$ cat src/rtl/control_multi_if.sv
// Bus between the multi-cycle control FSM and the shared datapath.
// Signals:
//   opcode, mem_ready         datapath -> control (IR[31:26], memory done)
//   PCWrite .. PCSource       control -> datapath (per-step control lines)
//   state                     current FSM state, for debug
//   illegal_op, instr_cnt     sticky undefined-opcode flag, retired count
// Modports: master = control unit, slave = datapath / observer.
interface control_multi_if #(
    parameter int unsigned CNT_W = 32
);
    logic [5:0]       opcode;
    logic             mem_ready;
    logic             PCWrite;
    logic             PCWriteCond;
    logic             IorD;
    logic             MemRead;
    logic             MemWrite;
    logic             IRWrite;
    logic             MemtoReg;
    logic             RegDst;
    logic             RegWrite;
    logic             ALUSrcA;
    logic [1:0]       ALUSrcB;
    logic [1:0]       ALUOp;
    logic [1:0]       PCSource;
    logic [3:0]       state;
    logic             illegal_op;
    logic [CNT_W-1:0] instr_cnt;

    modport master (
        input  opcode, mem_ready,
        output PCWrite, PCWriteCond, IorD, MemRead, MemWrite, IRWrite,
               MemtoReg, RegDst, RegWrite, ALUSrcA, ALUSrcB, ALUOp,
               PCSource, state, illegal_op, instr_cnt
    );

    modport slave (
        output opcode, mem_ready,
        input  PCWrite, PCWriteCond, IorD, MemRead, MemWrite, IRWrite,
               MemtoReg, RegDst, RegWrite, ALUSrcA, ALUSrcB, ALUOp,
               PCSource, state, illegal_op, instr_cnt
    );
endinterface

$ cat src/rtl/control_multi.sv
// Multi-cycle MIPS control FSM: sequences IF/ID/EX/MEM/WB over a shared
// memory, ALU, IR, PC and register file. Also keeps a sticky illegal-opcode
// flag and a retired-instruction counter.
// Ports:
//   clk  rising-edge clock
//   rst  asynchronous active-high reset
//   bus  control_multi_if.master (opcode/mem_ready in, control lines out)
// Build option:
//   CTRL_MULTI_MEM_HANDSHAKE_EN  when defined, IF/MRD/MWR wait for mem_ready
//   and IRWrite/PCWrite in IF fire only in the ready cycle; when undefined,
//   mem_ready is ignored and those states last one cycle.
module control_multi #(
    parameter int unsigned CNT_W  = 32,
    parameter logic [5:0]  OP_R   = 6'd0,
    parameter logic [5:0]  OP_LW  = 6'd35,
    parameter logic [5:0]  OP_SW  = 6'd43,
    parameter logic [5:0]  OP_BEQ = 6'd4,
    parameter logic [5:0]  OP_J   = 6'd2,
    parameter logic [5:0]  OP_NOP = 6'd63
) (
    input  logic             clk,
    input  logic             rst,
    control_multi_if.master  bus
);

    typedef enum logic [3:0] {
        S_RST  = 4'd0,
        S_IF   = 4'd1,
        S_ID   = 4'd2,
        S_MADR = 4'd3,
        S_MRD  = 4'd4,
        S_MWB  = 4'd5,
        S_MWR  = 4'd6,
        S_EXE  = 4'd7,
        S_RWB  = 4'd8,
        S_BR   = 4'd9,
        S_JMP  = 4'd10
    } state_t;

    state_t           state_q, state_d;
    logic             is_lw_q, is_lw_d;
    logic             ill_q, ill_d;
    logic [CNT_W-1:0] cnt_q, cnt_d;
    logic             retire_c;
    logic             ready_c;

    // Registered control lines, decoded from the next state.
    logic       fetch_q, fetch_d;
    logic       pc_write_q, pc_write_d;
    logic       pc_write_cond_q, pc_write_cond_d;
    logic       iord_q, iord_d;
    logic       mem_read_q, mem_read_d;
    logic       mem_write_q, mem_write_d;
    logic       mem_to_reg_q, mem_to_reg_d;
    logic       reg_dst_q, reg_dst_d;
    logic       reg_write_q, reg_write_d;
    logic       alu_src_a_q, alu_src_a_d;
    logic [1:0] alu_src_b_q, alu_src_b_d;
    logic [1:0] alu_op_q, alu_op_d;
    logic [1:0] pc_source_q, pc_source_d;

`ifdef CTRL_MULTI_MEM_HANDSHAKE_EN
    assign ready_c = bus.mem_ready;
`else
    logic mem_ready_unused;
    assign mem_ready_unused = bus.mem_ready;
    assign ready_c          = 1'b1;
`endif

    // Next state, sticky flag, retire strobe and next control lines.
    always_comb begin
        state_d         = state_q;
        is_lw_d         = is_lw_q;
        ill_d           = ill_q;
        retire_c        = 1'b0;
        fetch_d         = 1'b0;
        pc_write_d      = 1'b0;
        pc_write_cond_d = 1'b0;
        iord_d          = 1'b0;
        mem_read_d      = 1'b0;
        mem_write_d     = 1'b0;
        mem_to_reg_d    = 1'b0;
        reg_dst_d       = 1'b0;
        reg_write_d     = 1'b0;
        alu_src_a_d     = 1'b0;
        alu_src_b_d     = 2'b00;
        alu_op_d        = 2'b00;
        pc_source_d     = 2'b00;

        case (state_q)
            S_RST:  state_d = S_IF;
            S_IF:   if (ready_c) state_d = S_ID;
            S_ID: begin
                case (bus.opcode)
                    OP_R:   state_d = S_EXE;
                    OP_LW: begin
                        state_d = S_MADR;
                        is_lw_d = 1'b1;
                    end
                    OP_SW: begin
                        state_d = S_MADR;
                        is_lw_d = 1'b0;
                    end
                    OP_BEQ: state_d = S_BR;
                    OP_J:   state_d = S_JMP;
                    OP_NOP: begin
                        state_d  = S_IF;
                        retire_c = 1'b1;
                    end
                    default: begin
                        state_d = S_IF;
                        ill_d   = 1'b1;
                    end
                endcase
            end
            // lw/sw choice was latched from the opcode in ID.
            S_MADR: state_d = is_lw_q ? S_MRD : S_MWR;
            S_MRD:  if (ready_c) state_d = S_MWB;
            S_MWR: begin
                if (ready_c) begin
                    state_d  = S_IF;
                    retire_c = 1'b1;
                end
            end
            S_EXE:  state_d = S_RWB;
            S_MWB, S_RWB, S_BR, S_JMP: begin
                state_d  = S_IF;
                retire_c = 1'b1;
            end
            default: state_d = S_IF;
        endcase

        // Moore decode of the state being entered.
        case (state_d)
            S_IF: begin
                fetch_d     = 1'b1;
                mem_read_d  = 1'b1;
                alu_src_b_d = 2'b01;
            end
            S_ID:   alu_src_b_d = 2'b11;
            S_MADR: begin
                alu_src_a_d = 1'b1;
                alu_src_b_d = 2'b10;
            end
            S_MRD: begin
                mem_read_d = 1'b1;
                iord_d     = 1'b1;
            end
            S_MWB: begin
                reg_write_d  = 1'b1;
                mem_to_reg_d = 1'b1;
            end
            S_MWR: begin
                mem_write_d = 1'b1;
                iord_d      = 1'b1;
            end
            S_EXE: begin
                alu_src_a_d = 1'b1;
                alu_op_d    = 2'b10;
            end
            S_RWB: begin
                reg_write_d = 1'b1;
                reg_dst_d   = 1'b1;
            end
            S_BR: begin
                alu_src_a_d     = 1'b1;
                alu_op_d        = 2'b01;
                pc_write_cond_d = 1'b1;
                pc_source_d     = 2'b01;
            end
            S_JMP: begin
                pc_write_d  = 1'b1;
                pc_source_d = 2'b10;
            end
            default: ;
        endcase
    end

    assign cnt_d = retire_c ? cnt_q + CNT_W'(1) : cnt_q;

    // State, status and control registers; reset clears every control line.
    always_ff @(posedge clk or posedge rst) begin
        if (rst) begin
            state_q         <= S_RST;
            is_lw_q         <= 1'b0;
            ill_q           <= 1'b0;
            cnt_q           <= '0;
            fetch_q         <= 1'b0;
            pc_write_q      <= 1'b0;
            pc_write_cond_q <= 1'b0;
            iord_q          <= 1'b0;
            mem_read_q      <= 1'b0;
            mem_write_q     <= 1'b0;
            mem_to_reg_q    <= 1'b0;
            reg_dst_q       <= 1'b0;
            reg_write_q     <= 1'b0;
            alu_src_a_q     <= 1'b0;
            alu_src_b_q     <= 2'b00;
            alu_op_q        <= 2'b00;
            pc_source_q     <= 2'b00;
        end else begin
            state_q         <= state_d;
            is_lw_q         <= is_lw_d;
            ill_q           <= ill_d;
            cnt_q           <= cnt_d;
            fetch_q         <= fetch_d;
            pc_write_q      <= pc_write_d;
            pc_write_cond_q <= pc_write_cond_d;
            iord_q          <= iord_d;
            mem_read_q      <= mem_read_d;
            mem_write_q     <= mem_write_d;
            mem_to_reg_q    <= mem_to_reg_d;
            reg_dst_q       <= reg_dst_d;
            reg_write_q     <= reg_write_d;
            alu_src_a_q     <= alu_src_a_d;
            alu_src_b_q     <= alu_src_b_d;
            alu_op_q        <= alu_op_d;
            pc_source_q     <= pc_source_d;
        end
    end

    // Fetch strobes are qualified by memory readiness (always 1 without the wait).
    assign bus.IRWrite     = fetch_q & ready_c;
    assign bus.PCWrite     = pc_write_q | (fetch_q & ready_c);
    assign bus.PCWriteCond = pc_write_cond_q;
    assign bus.IorD        = iord_q;
    assign bus.MemRead     = mem_read_q;
    assign bus.MemWrite    = mem_write_q;
    assign bus.MemtoReg    = mem_to_reg_q;
    assign bus.RegDst      = reg_dst_q;
    assign bus.RegWrite    = reg_write_q;
    assign bus.ALUSrcA     = alu_src_a_q;
    assign bus.ALUSrcB     = alu_src_b_q;
    assign bus.ALUOp       = alu_op_q;
    assign bus.PCSource    = pc_source_q;
    assign bus.state       = 4'(state_q);
    assign bus.illegal_op  = ill_q;
    assign bus.instr_cnt   = cnt_q;

endmodule

$ cat src/flat_wrapper.sv
// flat-port wrapper written by rule: the top's interface ports become plain ports
module control_multi_flat 
#(
    parameter int unsigned CNT_W  = 32,
    parameter logic [5:0]  OP_R   = 6'd0,
    parameter logic [5:0]  OP_LW  = 6'd35,
    parameter logic [5:0]  OP_SW  = 6'd43,
    parameter logic [5:0]  OP_BEQ = 6'd4,
    parameter logic [5:0]  OP_J   = 6'd2,
    parameter logic [5:0]  OP_NOP = 6'd63
)
  (clk, rst, bus_opcode, bus_mem_ready, bus_PCWrite, bus_PCWriteCond, bus_IorD, bus_MemRead, bus_MemWrite, bus_IRWrite, bus_MemtoReg, bus_RegDst, bus_RegWrite, bus_ALUSrcA, bus_ALUSrcB, bus_ALUOp, bus_PCSource, bus_state, bus_illegal_op, bus_instr_cnt);
  control_multi_if #(.CNT_W(CNT_W)) bus_i ();
  input  logic clk;
  input  logic rst;
  input wire logic [$bits(bus_i.opcode)-1:0] bus_opcode;
  input wire logic [$bits(bus_i.mem_ready)-1:0] bus_mem_ready;
  output wire logic [$bits(bus_i.PCWrite)-1:0] bus_PCWrite;
  output wire logic [$bits(bus_i.PCWriteCond)-1:0] bus_PCWriteCond;
  output wire logic [$bits(bus_i.IorD)-1:0] bus_IorD;
  output wire logic [$bits(bus_i.MemRead)-1:0] bus_MemRead;
  output wire logic [$bits(bus_i.MemWrite)-1:0] bus_MemWrite;
  output wire logic [$bits(bus_i.IRWrite)-1:0] bus_IRWrite;
  output wire logic [$bits(bus_i.MemtoReg)-1:0] bus_MemtoReg;
  output wire logic [$bits(bus_i.RegDst)-1:0] bus_RegDst;
  output wire logic [$bits(bus_i.RegWrite)-1:0] bus_RegWrite;
  output wire logic [$bits(bus_i.ALUSrcA)-1:0] bus_ALUSrcA;
  output wire logic [$bits(bus_i.ALUSrcB)-1:0] bus_ALUSrcB;
  output wire logic [$bits(bus_i.ALUOp)-1:0] bus_ALUOp;
  output wire logic [$bits(bus_i.PCSource)-1:0] bus_PCSource;
  output wire logic [$bits(bus_i.state)-1:0] bus_state;
  output wire logic [$bits(bus_i.illegal_op)-1:0] bus_illegal_op;
  output wire logic [$bits(bus_i.instr_cnt)-1:0] bus_instr_cnt;
  assign bus_i.opcode = bus_opcode;
  assign bus_i.mem_ready = bus_mem_ready;
  assign bus_PCWrite = bus_i.PCWrite;
  assign bus_PCWriteCond = bus_i.PCWriteCond;
  assign bus_IorD = bus_i.IorD;
  assign bus_MemRead = bus_i.MemRead;
  assign bus_MemWrite = bus_i.MemWrite;
  assign bus_IRWrite = bus_i.IRWrite;
  assign bus_MemtoReg = bus_i.MemtoReg;
  assign bus_RegDst = bus_i.RegDst;
  assign bus_RegWrite = bus_i.RegWrite;
  assign bus_ALUSrcA = bus_i.ALUSrcA;
  assign bus_ALUSrcB = bus_i.ALUSrcB;
  assign bus_ALUOp = bus_i.ALUOp;
  assign bus_PCSource = bus_i.PCSource;
  assign bus_state = bus_i.state;
  assign bus_illegal_op = bus_i.illegal_op;
  assign bus_instr_cnt = bus_i.instr_cnt;
  control_multi #(.CNT_W(CNT_W), .OP_R(OP_R), .OP_LW(OP_LW), .OP_SW(OP_SW), .OP_BEQ(OP_BEQ), .OP_J(OP_J), .OP_NOP(OP_NOP)) u_core (.clk(clk), .rst(rst), .bus(bus_i));
endmodule
$ cat config.mk
export PLATFORM = sky130hd
export DESIGN_NAME = control_multi_flat
export DESIGN_NICKNAME = d
export VERILOG_FILES = /design/src/rtl/control_multi_if.sv /design/src/rtl/control_multi.sv /design/src/flat_wrapper.sv
export SDC_FILE = /design/constraint.sdc
export NUM_CORES = 1
export LEC_CHECK = 0
export BUFFER_PORTS_ARGS = -buffer_cell sky130_fd_sc_hd__buf_2
export CORE_AREA = 5 5 65 91
export CTS_BUF_LIST = sky130_fd_sc_hd__clkbuf_8
export DETAILED_ROUTE_END_ITERATION = 6
export DIE_AREA = 0 0 70 96
export PLACE_DENSITY = 0.76
export SYNTH_ARGS = -nofsm -noshare
export SYNTH_HDL_FRONTEND = slang
export SYNTH_SLANG_ARGS = --single-unit
$ cat constraint.sdc
create_clock -name clk -period 2 [get_ports clk]
set_input_delay 0.2 -clock clk [delete_from_list [all_inputs] [get_ports clk]]
set_output_delay 0.2 -clock clk [all_outputs]
set_load 0.01 [all_outputs]
==> flow_summary.ini, run 1 <==
[timing]
setup_viol = 0
worst_pin_slew_ns = 0.545
final.period_utilization_pct = 96.1
hold_viol = 0
fin_hold_ws_ns = 0.142
finClkSkew_ns = 0.00303
setup_tns_ns = 0
rsz0062_at_grt = yes
relSlewSlack_pct = 63.3
setup_slack_ns = 0.0777
final_max_slew_viol_count = 0
maxClockFrequency_ghz = 0.520
fin_crit_ns = 1.92

[finish]
fin_util_pct = 57.5
final_area_mm2 = 0.00290
fillers = 446
nets = 300
ff_latch_area_mm2 = 0.00130
area_delta_synth_final_pct = 22.7
antenna_cells = 0
final_layout_size_suffix_gt1_share_pct = 32.4
multi_input_area_um2 = 980
fin_cells = 356

[flow_run]
drv_cap = 0

[setup_path]
critical_path_class = flip-flop to flip-flop
start_kind = flip-flop
timing.critical_path.buf_inv = 0
cp-end-kind = flip-flop
crit_chain = or4b_4, nor4_4, or2_2, and4_4, xor2_2
cp_max_fo = 7
cp_slowest_cell = or4b_4
crit_arrival_ns = 2.15
cp_top_family = simple AND/OR/NAND/NOR gates
cp_slowest_stage_delay_ns = 0.58
critPathRequiredTime_ns = 2.23

[power_and_ir_drop]
p_leak_nw = 1.43
peakVddDrop_uv = 671
power_mw = 2.94
powerDensity_mw_per_mm2 = 1020

[detailed_routing]
drt-initial-drc-count = 112
drc = 0
wl_mm = 4.84
num_vias = 1833
post_drt_wl_per_cell_um = 13.6
viasPerCell = 5.15
dr.pass1.iters = 4
final_antenna_net_count = 0

[cts]
clk_latency_ns = 0.30
path_clk_slew_ns = 0.09
cts_max_path_buffers = 2
cts_made_buffers = 5
htreeDepth = 2
root_buffer = clkbuf_8
tritoncts = yes
cts_sinks = 52
cts_setup_buffers = 0

[grt]
grt_max_degree = 29
grt_use_total_pct = 15.4
grt_pass1_vias = 1807
grt_pass1_wl_mm = 8.21
gr-total-overflow = 0
grt_antenna_before_repair = 0

[floorplan]
initial_core_util_pct = 46.8
rows = 31
fp.dieH_um = 96
die_x_um = 70
ios = 62
die-area_mm2 = 0.00672
core-area_mm2 = 0.00504

[min_path]
hp-class = input port to flip-flop

[logic_synthesis]
synth_nets = 228
yosysUniqueCellTypes = 44
synth_warnings = 0
seq_area_frac_synth_pct = 55.1
synth_cells = 218
syn-cell-area_mm2 = 0.00236
postSynthAreaPerCell_um2 = 10.8
synth-seq-cells = 52

[placement]
dpl.hpwl_mm = 3.70
dpl_worst_slack_ns = -0.00510
place_congestion = 0.801
placed_area_mm2 = 0.00280
dp_cells = 348
port-buffer-count = 60

[outcome]
status = complete, no violations
## cell usage in the layout (no fill, tap or decap), types with 7 or more instances in the layout
cell / n
nor2_1: 12
nor3_1: 12
inv_1: 12
buf_2: 60
nand3_1: 12
dfrtp_1: 52
xnor2_1: 21
nand4_1: 8
nand2_1: 16
buf_4: 10
and3_1: 7
xor2_1: 10
## cell usage after synthesis, drive strengths merged
cell | instances | area share, %
or2 | 4 | 1.1
nand4 | 8 | 2.1
nor3 | 13 | 3.0
nand3 | 12 | 2.5
a211o | 1 | 0.37
and2 | 1 | 0.26
dfrtp | 52 | 55
o31a | 1 | 0.37
or3 | 1 | 0.26
xor2 | 11 | 4.4
a21oi | 5 | 1.1
mux2 | 1 | 0.48
or4b | 1 | 0.42
o31ai | 1 | 0.53
buf | 4 | 1.3
ha | 1 | 0.53
and3 | 7 | 1.9
a41oi | 2 | 0.74
nor2b | 2 | 0.53
o2111ai | 1 | 0.37
nor4 | 5 | 2.5
a31oi | 3 | 0.79
xnor2 | 21 | 7.8
o21bai | 1 | 0.32
a211oi | 1 | 0.32
and4 | 2 | 0.85
nand3b | 1 | 0.32
a31o | 1 | 0.37
clkbuf | 3 | 0.48
o21ai | 6 | 1.3
nand2b | 1 | 0.26
inv | 13 | 2.1
nor2 | 13 | 2.2
a21boi | 1 | 0.32
a22o | 1 | 0.37
nand2 | 16 | 2.5
## worst paths after layout
kind                            cells after the start                              endpoint                     startpoint  slack (ns)
worst max-delay path                                5  u_core.bus.instr_cnt[19]$_DFFE_PP0P_  u_core.bus.state[0]$_DFF_PP0_        0.08
worst min-delay path                                2         u_core.bus.ALUOp[1]$_DFF_PP0_                  bus_opcode[2]        0.14
worst max register to register                      5  u_core.bus.instr_cnt[19]$_DFFE_PP0P_  u_core.bus.state[0]$_DFF_PP0_        0.08
worst min register to register                      1         u_core.bus.MemWrite$_DFF_PP0_     u_core.is_lw_q$_DFFE_PP0P_        0.47
max in group asynchronous                           4     u_core.bus.illegal_op$_DFFE_PP0P_                            rst        0.99
min in group asynchronous                           3  u_core.bus.instr_cnt[24]$_DFFE_PP0P_                            rst        0.49
## final cells by class
cell class	count	area share [%]
clock inverter	2	0.432
timing repair buffer	72	14.0
clock buffer	5	2.37
tap	66	2.85
inverter	13	1.68
sequential	52	44.9
multi-input combinational	146	33.8
## cell families (layout without fill, tap and decap cells)
kind of cell / Yosys count / in the layout / synth area share (%)
xor gates and xnor gates: 32 / 32 / 12.2
and+or+nand+nor: 87 / 87 / 20.7
buffers and inverters: 20 / 92 / 3.87
DFF: 52 / 52 / 55.1
adders and majority gates: 1 / 1 / 0.530
AOI/OAI and AO/OA: 25 / 25 / 7.20
muxes: 1 / 1 / 0.477
## sequential cells by signal, summed over array words and instances, names as in the netlist
signal / count
u_core.bus.ALUOp: 1
u_core.bus.RegWrite: 1
u_core.bus.PCSource: 2
u_core.is_lw_q: 1
u_core.bus.PCWriteCond: 1
u_core.bus.IorD: 1
u_core.bus.MemWrite: 1
u_core.bus.ALUSrcA: 1
u_core.bus.IRWrite: 1
u_core.bus.state: 4
u_core.bus.RegDst: 1
u_core.bus.instr_cnt: 32
u_core.bus.MemRead: 1
u_core.bus.MemtoReg: 1
u_core.bus.illegal_op: 1
u_core.bus.ALUSrcB: 2
## what timing repair did
action | CTS | global route
resized for setup | 1 | 2
gates cloned | 0 | 0
endpoints found under the setup margin | 2 | 5
endpoints found under the hold margin | 24 | 0
hold buffers | 1 | 0
pin swaps | 0 | 3
## worst reg2reg max path: stages, from the launching register on
cell     delay [ns]
dfrtp_1        0.39
or4b_4         0.58
nor4_4         0.26
or2_2          0.25
and4_4         0.25
xor2_2         0.13
## routing by layer
| layer | global-route usage [%] | vias up | share of wire, % |
|---|---|---|---|
| li1 | - | 890 | - |
| met1 | 18.1 | 891 | 41 |
| met2 | 27.6 | 44 | 52 |
| met3 | 3.34 | 8 | 5.0 |
| met4 | 5.91 | 0 | 1.8 |
| met5 | 0 | - | 0 |
## power by group
part / internal [mW] / total [mW] / switching (mW)
Combinational: 0.427 / 1.04 / 0.611
Clock: 0.237 / 0.561 / 0.323
Sequential: 1.24 / 1.34 / 0.105
Power figures use the tool's default switching activity.
==> run 2: changes to the inputs <==
- BUFFER_PORTS_ARGS: -buffer_cell sky130_fd_sc_hd__buf_2 -> -buffer_cell sky130_fd_sc_hd__buf_4
- CORE_AREA: 5 5 65 91 -> 5 5 65 90
- DIE_AREA: 0 0 70 96 -> 0 0 70 95
- GPL_TIMING_DRIVEN: not set -> 0
- PLACE_DENSITY: 0.76 -> 0.74
- clock period: 2 -> 2.15 ns (I/O delays scaled with it)
==> run 2 against run 1 <==
Sequential share of layout area decreased by 2.5 points. Global-route usage increased by 0.091 points. Maximum frequency shrank 6.2%. Sequential cell count unchanged. Hold slack got worse by 0.014 ns. Critical path type unchanged. Largest cell class unchanged. Highest routed layer unchanged.
==> flow_summary.ini, run 2 (synthesized netlist as in run 1, its figures left out) <==
[timing]
hold_viol = 0
finClkSkew_ns = 0.00631
final_max_slew_viol_count = 0
rsz0062_at_grt = no
maxClockFrequency_ghz = 0.488
worst_pin_slew_ns = 0.563
relSlewSlack_pct = 62.1
setup_slack_ns = 0.101
final.period_utilization_pct = 95.3
fin_crit_ns = 2.05
setup_viol = 0

[finish]
fin_util_pct = 61.0
final_common_cell = buf_4
antenna_cells = 0
fillers = 453
fin_cells = 359
area_delta_synth_final_pct = 30.2
largest_reg_flops = 32
final_layout_size_suffix_gt1_share_pct = 32.4
mostFrequentLayoutCells = 68 x buf_4, 50 x dfrtp_1, 21 x xnor2_1, 16 x nand2_1
nets = 302

[setup_path]
critical_path_class = flip-flop to flip-flop
cp_slowest_stage_delay_ns = 0.52
cp_slowest_cell = or4b_1
crit_chain = or4b_1, buf_4, o31a_1, nor4_2, xor2_1
critPathRequiredTime_ns = 2.38
start_kind = flip-flop
cp-end-kind = flip-flop
cp_max_fo = 6
crit_arrival_ns = 2.27

[detailed_routing]
post_drt_wl_per_cell_um = 14.0
final_antenna_net_count = 0
viasPerCell = 5.18
drt-initial-drc-count = 77
dr.pass1.iters = 4
num_vias = 1858
drc = 0
wl_mm = 5.04

[placement]
place_congestion = 0.873
port-buffer-count = 60
dpl_worst_slack_ns = -0.118
dp_cells = 345
dpl.hpwl_mm = 3.76

[cts]
cts_sinks = 52
root_buffer = clkbuf_8
path_clk_slew_ns = 0.09
tritoncts = yes
cts_made_buffers = 5
clk_latency_ns = 0.30
cts_max_path_buffers = 2
htreeDepth = 2

[grt]
grt_pass1_vias = 1777
grt_pass1_wl_mm = 8.28
grt_use_total_pct = 15.5
grt_max_degree = 44
grt_antenna_before_repair = 0
gr-total-overflow = 0

[floorplan]
fp.dieH_um = 95
initial_core_util_pct = 46.8
rows = 31
ios = 62
die_x_um = 70
die-area_mm2 = 0.00665
core-area_mm2 = 0.00504

[power_and_ir_drop]
powerDensity_mw_per_mm2 = 946
power_mw = 2.91
peakVddDrop_uv = 604
p_leak_nw = 1.46

[flow_run]
drv_cap = 0

[outcome]
status = complete, no violations

[min_path]
hp-class = input port to flip-flop
-- run 2: cell types whose count changed in the layout (fill, tap and decap cells not counted), sizes merged --
cell      previous run  this run
buf                 71        70
clkbuf               5         9
clkinv               1         0
clkinvlp             1         2
-- run 2: path summary, 6_finish.rpt --
| kind | end | depth (start not counted) | slack [ns] | start |
|---|---|---|---|---|
| setup / recovery | u_core.bus.instr_cnt[28]$_DFFE_PP0P_ | 5 | 0.10 | u_core.bus.state[0]$_DFF_PP0_ |
| hold / removal | u_core.bus.ALUOp[1]$_DFF_PP0_ | 2 | 0.13 | bus_opcode[2] |
| setup reg to reg | u_core.bus.instr_cnt[28]$_DFFE_PP0P_ | 5 | 0.10 | u_core.bus.state[0]$_DFF_PP0_ |
| hold reg to reg | u_core.bus.instr_cnt[31]$_DFFE_PP0P_ | 1 | 0.47 | u_core.bus.instr_cnt[31]$_DFFE_PP0P_ |
| max in group asynchronous | u_core.bus.state[3]$_DFF_PP0_ | 4 | 1.27 | rst |
| min in group asynchronous | u_core.bus.instr_cnt[11]$_DFFE_PP0P_ | 3 | 0.38 | rst |
-- run 2: report_power, final --
| part | internal, mW | switching [mW] | total, mW |
|---|---|---|---|
| registers | 1.16 | 0.147 | 1.30 |
| clock network | 0.261 | 0.321 | 0.583 |
| logic | 0.480 | 0.545 | 1.03 |
| total | 1.90 | 1.01 | 2.91 |
-- run 2: per-stage QoR --
| stage | instance area [µm²] | hold WS [ns] | setup TNS, ns |
|---|---|---|---|
| 2_1_floorplan | 2360 | 0.287 | 0 |
| 3_3_place_gp | 2900 | 0.438 | -0.325 |
| 3_5_place_dp | 2920 | 0.166 | -0.593 |
| 4_1_cts | 3040 | 0.114 | 0 |
| 5_1_grt | 3080 | 0.128 | 0 |
| 6_report | 3080 | 0.128 | 0 |
-- run 2: routing by layer --
metal	GRT usage (%)	part of all wire [%]	vias up
met4	4.95	1.3	0
met5	0	0	-
li1	-	-	898
met1	18.4	41	906
met2	27.8	53	48
met3	3.62	4.9	6
-- run 2: final cells by class --
type | instances | area [µm²] | area share (%)
clock buffers | 6 | 82.6 | 2.68
inverters | 13 | 48.8 | 1.59
well taps | 66 | 82.6 | 2.68
multi-input cells | 146 | 981 | 31.9
plain buffers | 7 | 45.0 | 1.46
flip-flops and latches | 52 | 1300 | 42.4
repair buffers | 67 | 518 | 16.8
clock inverters | 2 | 15.0 | 0.488
-- run 2: critical path: cells and delay by family, from the launching register on --
family | cells | cell delay [ns]
AOI/OAI and AO/OA | 1 | 0.35
xor gates and xnor gates | 1 | 0.17
and+or+nand+nor | 2 | 0.82
DFF | 1 | 0.45
buffers and inverters | 1 | 0.18
-- run 2: timing repair --
| action | CTS | global route |
|---|---|---|
| gates resized for setup | 1 | 5 |
| setup endpoints to repair | 13 | 10 |
| setup buffers | 1 | 4 |
| endpoints found under the hold margin | 9 | 0 |
| hold buffers | 1 | 0 |
| pin swaps | 1 | 3 |
==> run 3: changes to the inputs <==
- ABC_AREA: not set -> 0
- RECOVER_POWER: not set -> 50
==> run 3 against run 2 <==
Critical path depth is the same. Sequential power is essentially flat. Sequential cell count is the same. Setup slack gained 0.0018 ns. Non-clock buffer count is the same. Count of clock-buffer cells in the layout is the same. Hold slack is essentially flat. Clock skew grew 0.0011 ns.
==> flow_summary.ini, run 3 (synthesized netlist as in run 1, its figures left out) <==
[outcome]
status = complete, no violations

[finish]
mostFrequentLayoutCells = 50 x dfrtp_1, 41 x buf_4, 29 x clkbuf_1, 21 x xnor2_1, 16 x nand2_1
fin_util_pct = 58.8
largest_reg_flops = 32
final_layout_size_suffix_gt1_share_pct = 23.2
nets = 302
final_common_cell = dfrtp_1
fin_cells = 359
area_delta_synth_final_pct = 25.5
antenna_cells = 0

[floorplan]
core-area_mm2 = 0.00504
rows = 31
die-area_mm2 = 0.00665
die_x_um = 70
fp.dieH_um = 95
initial_core_util_pct = 46.8
ios = 62

[cts]
tritoncts = yes
cts_max_path_buffers = 2
cts_sinks = 52
cts_made_buffers = 5
path_clk_slew_ns = 0.09
clk_latency_ns = 0.30
root_buffer = clkbuf_8
htreeDepth = 2

[detailed_routing]
final_antenna_net_count = 0
post_drt_wl_per_cell_um = 14.0
num_vias = 1839
drc = 0
drt-initial-drc-count = 80
viasPerCell = 5.12
dr.pass1.iters = 4
wl_mm = 5.03

[timing]
finClkSkew_ns = 0.00744
rsz0062_at_grt = no
final_max_slew_viol_count = 0
setup_slack_ns = 0.103
setup_viol = 0
maxClockFrequency_ghz = 0.488
fin_crit_ns = 2.05
relSlewSlack_pct = 37.7
setup_tns_ns = 0
hold_viol = 0
final.period_utilization_pct = 95.2
worst_pin_slew_ns = 0.934

[placement]
dp_cells = 345
port-buffer-count = 60
place_congestion = 0.873
dpl_worst_slack_ns = -0.118
dpl.hpwl_mm = 3.76

[setup_path]
cp_max_fo = 6
critical_path_class = flip-flop to flip-flop
start_kind = flip-flop
rr_worst_depth = 5
crit_arrival_ns = 2.27
crit_start = u_core.bus.state[0]$_DFF_PP0_
cp-end-kind = flip-flop
r2r_end = u_core.bus.instr_cnt[28]$_DFFE_PP0P_
r2r_start = u_core.bus.state[0]$_DFF_PP0_
critPathRequiredTime_ns = 2.37
r2r_setup_slack_ns = 0.10

[grt]
grt_max_degree = 44
grt_pass1_wl_mm = 8.28
grt_use_total_pct = 15.5
grt_antenna_before_repair = 0
gr-total-overflow = 0
grt_pass1_vias = 1777

[power_and_ir_drop]
powerDensity_mw_per_mm2 = 951
peakVddDrop_uv = 590
p_leak_nw = 1.36
power_mw = 2.82

[flow_run]
drv_cap = 0

[min_path]
worstHoldStart = bus_opcode[2]
worstHoldPathCells = 2
hp-class = input port to flip-flop
holdPathEnd = u_core.bus.ALUOp[1]$_DFF_PP0_
## run 3: area by class of cell
type                            count  area (µm²)
Sequential cell                    52        1300
Buffer                              7        45.0
Fill cell                         477        2080
Multi-Input combinational cell    146         981
Tap cell                           66        82.6
Timing Repair Buffer               67         405
Clock inverter                      2        15.0
Clock buffer                        6        82.6
Inverter                           13        48.8
## run 3: worst max path at each step
stage | end | depth (start not counted)
after CTS | u_core.bus.instr_cnt[19]$_DFFE_PP0P_ | 7
after global placement | u_core.bus.instr_cnt[22]$_DFFE_PP0P_ | 5
after global routing | u_core.bus.instr_cnt[28]$_DFFE_PP0P_ | 5
final | u_core.bus.instr_cnt[28]$_DFFE_PP0P_ | 5
after floorplan | u_core.bus.instr_cnt[19]$_DFFE_PP0P_ | 7
after detailed placement | u_core.bus.instr_cnt[22]$_DFFE_PP0P_ | 5
## run 3: critical path, stage by stage, from the launching register on
cell and delay (ns):
dfrtp_2 0.45, or4b_1 0.52, buf_4 0.18, o31a_1 0.35, nor4_2 0.30, xor2_1 0.17
## run 3: repair_timing
item,4_1_cts,5_1_grt
setup buffers,1,4
hold buffers,1,0
hold endpoints to repair,9,0
endpoints found under the setup margin,13,10
gates resized for setup,1,5
pin swaps,1,3
## run 3: routing by layer
| layer | up-vias | share of wire [%] | GRT usage [%] |
|---|---|---|---|
| li1 | 899 | - | - |
| met1 | 887 | 41 | 18.4 |
| met2 | 47 | 53 | 27.8 |
| met3 | 6 | 5.1 | 3.62 |
| met4 | 0 | 1.3 | 4.95 |
| met5 | - | 0 | 0 |
## run 3: power by group
| group | leakage (nW) | internal (mW) | switching, mW |
|---|---|---|---|
| sequential | 0.651 | 1.16 | 0.144 |
| clock | 0.0434 | 0.261 | 0.319 |
| combinational | 0.662 | 0.395 | 0.545 |
| total | 1.36 | 1.81 | 1.01 |
## run 3: stage by stage
stage,hold slack [ns],instance area (µm²)
3_5_place_dp,0.166,2920
4_1_cts,0.114,3040
6_report,0.128,2960
5_1_grt,0.128,2960
3_3_place_gp,0.438,2900
2_1_floorplan,0.287,2360
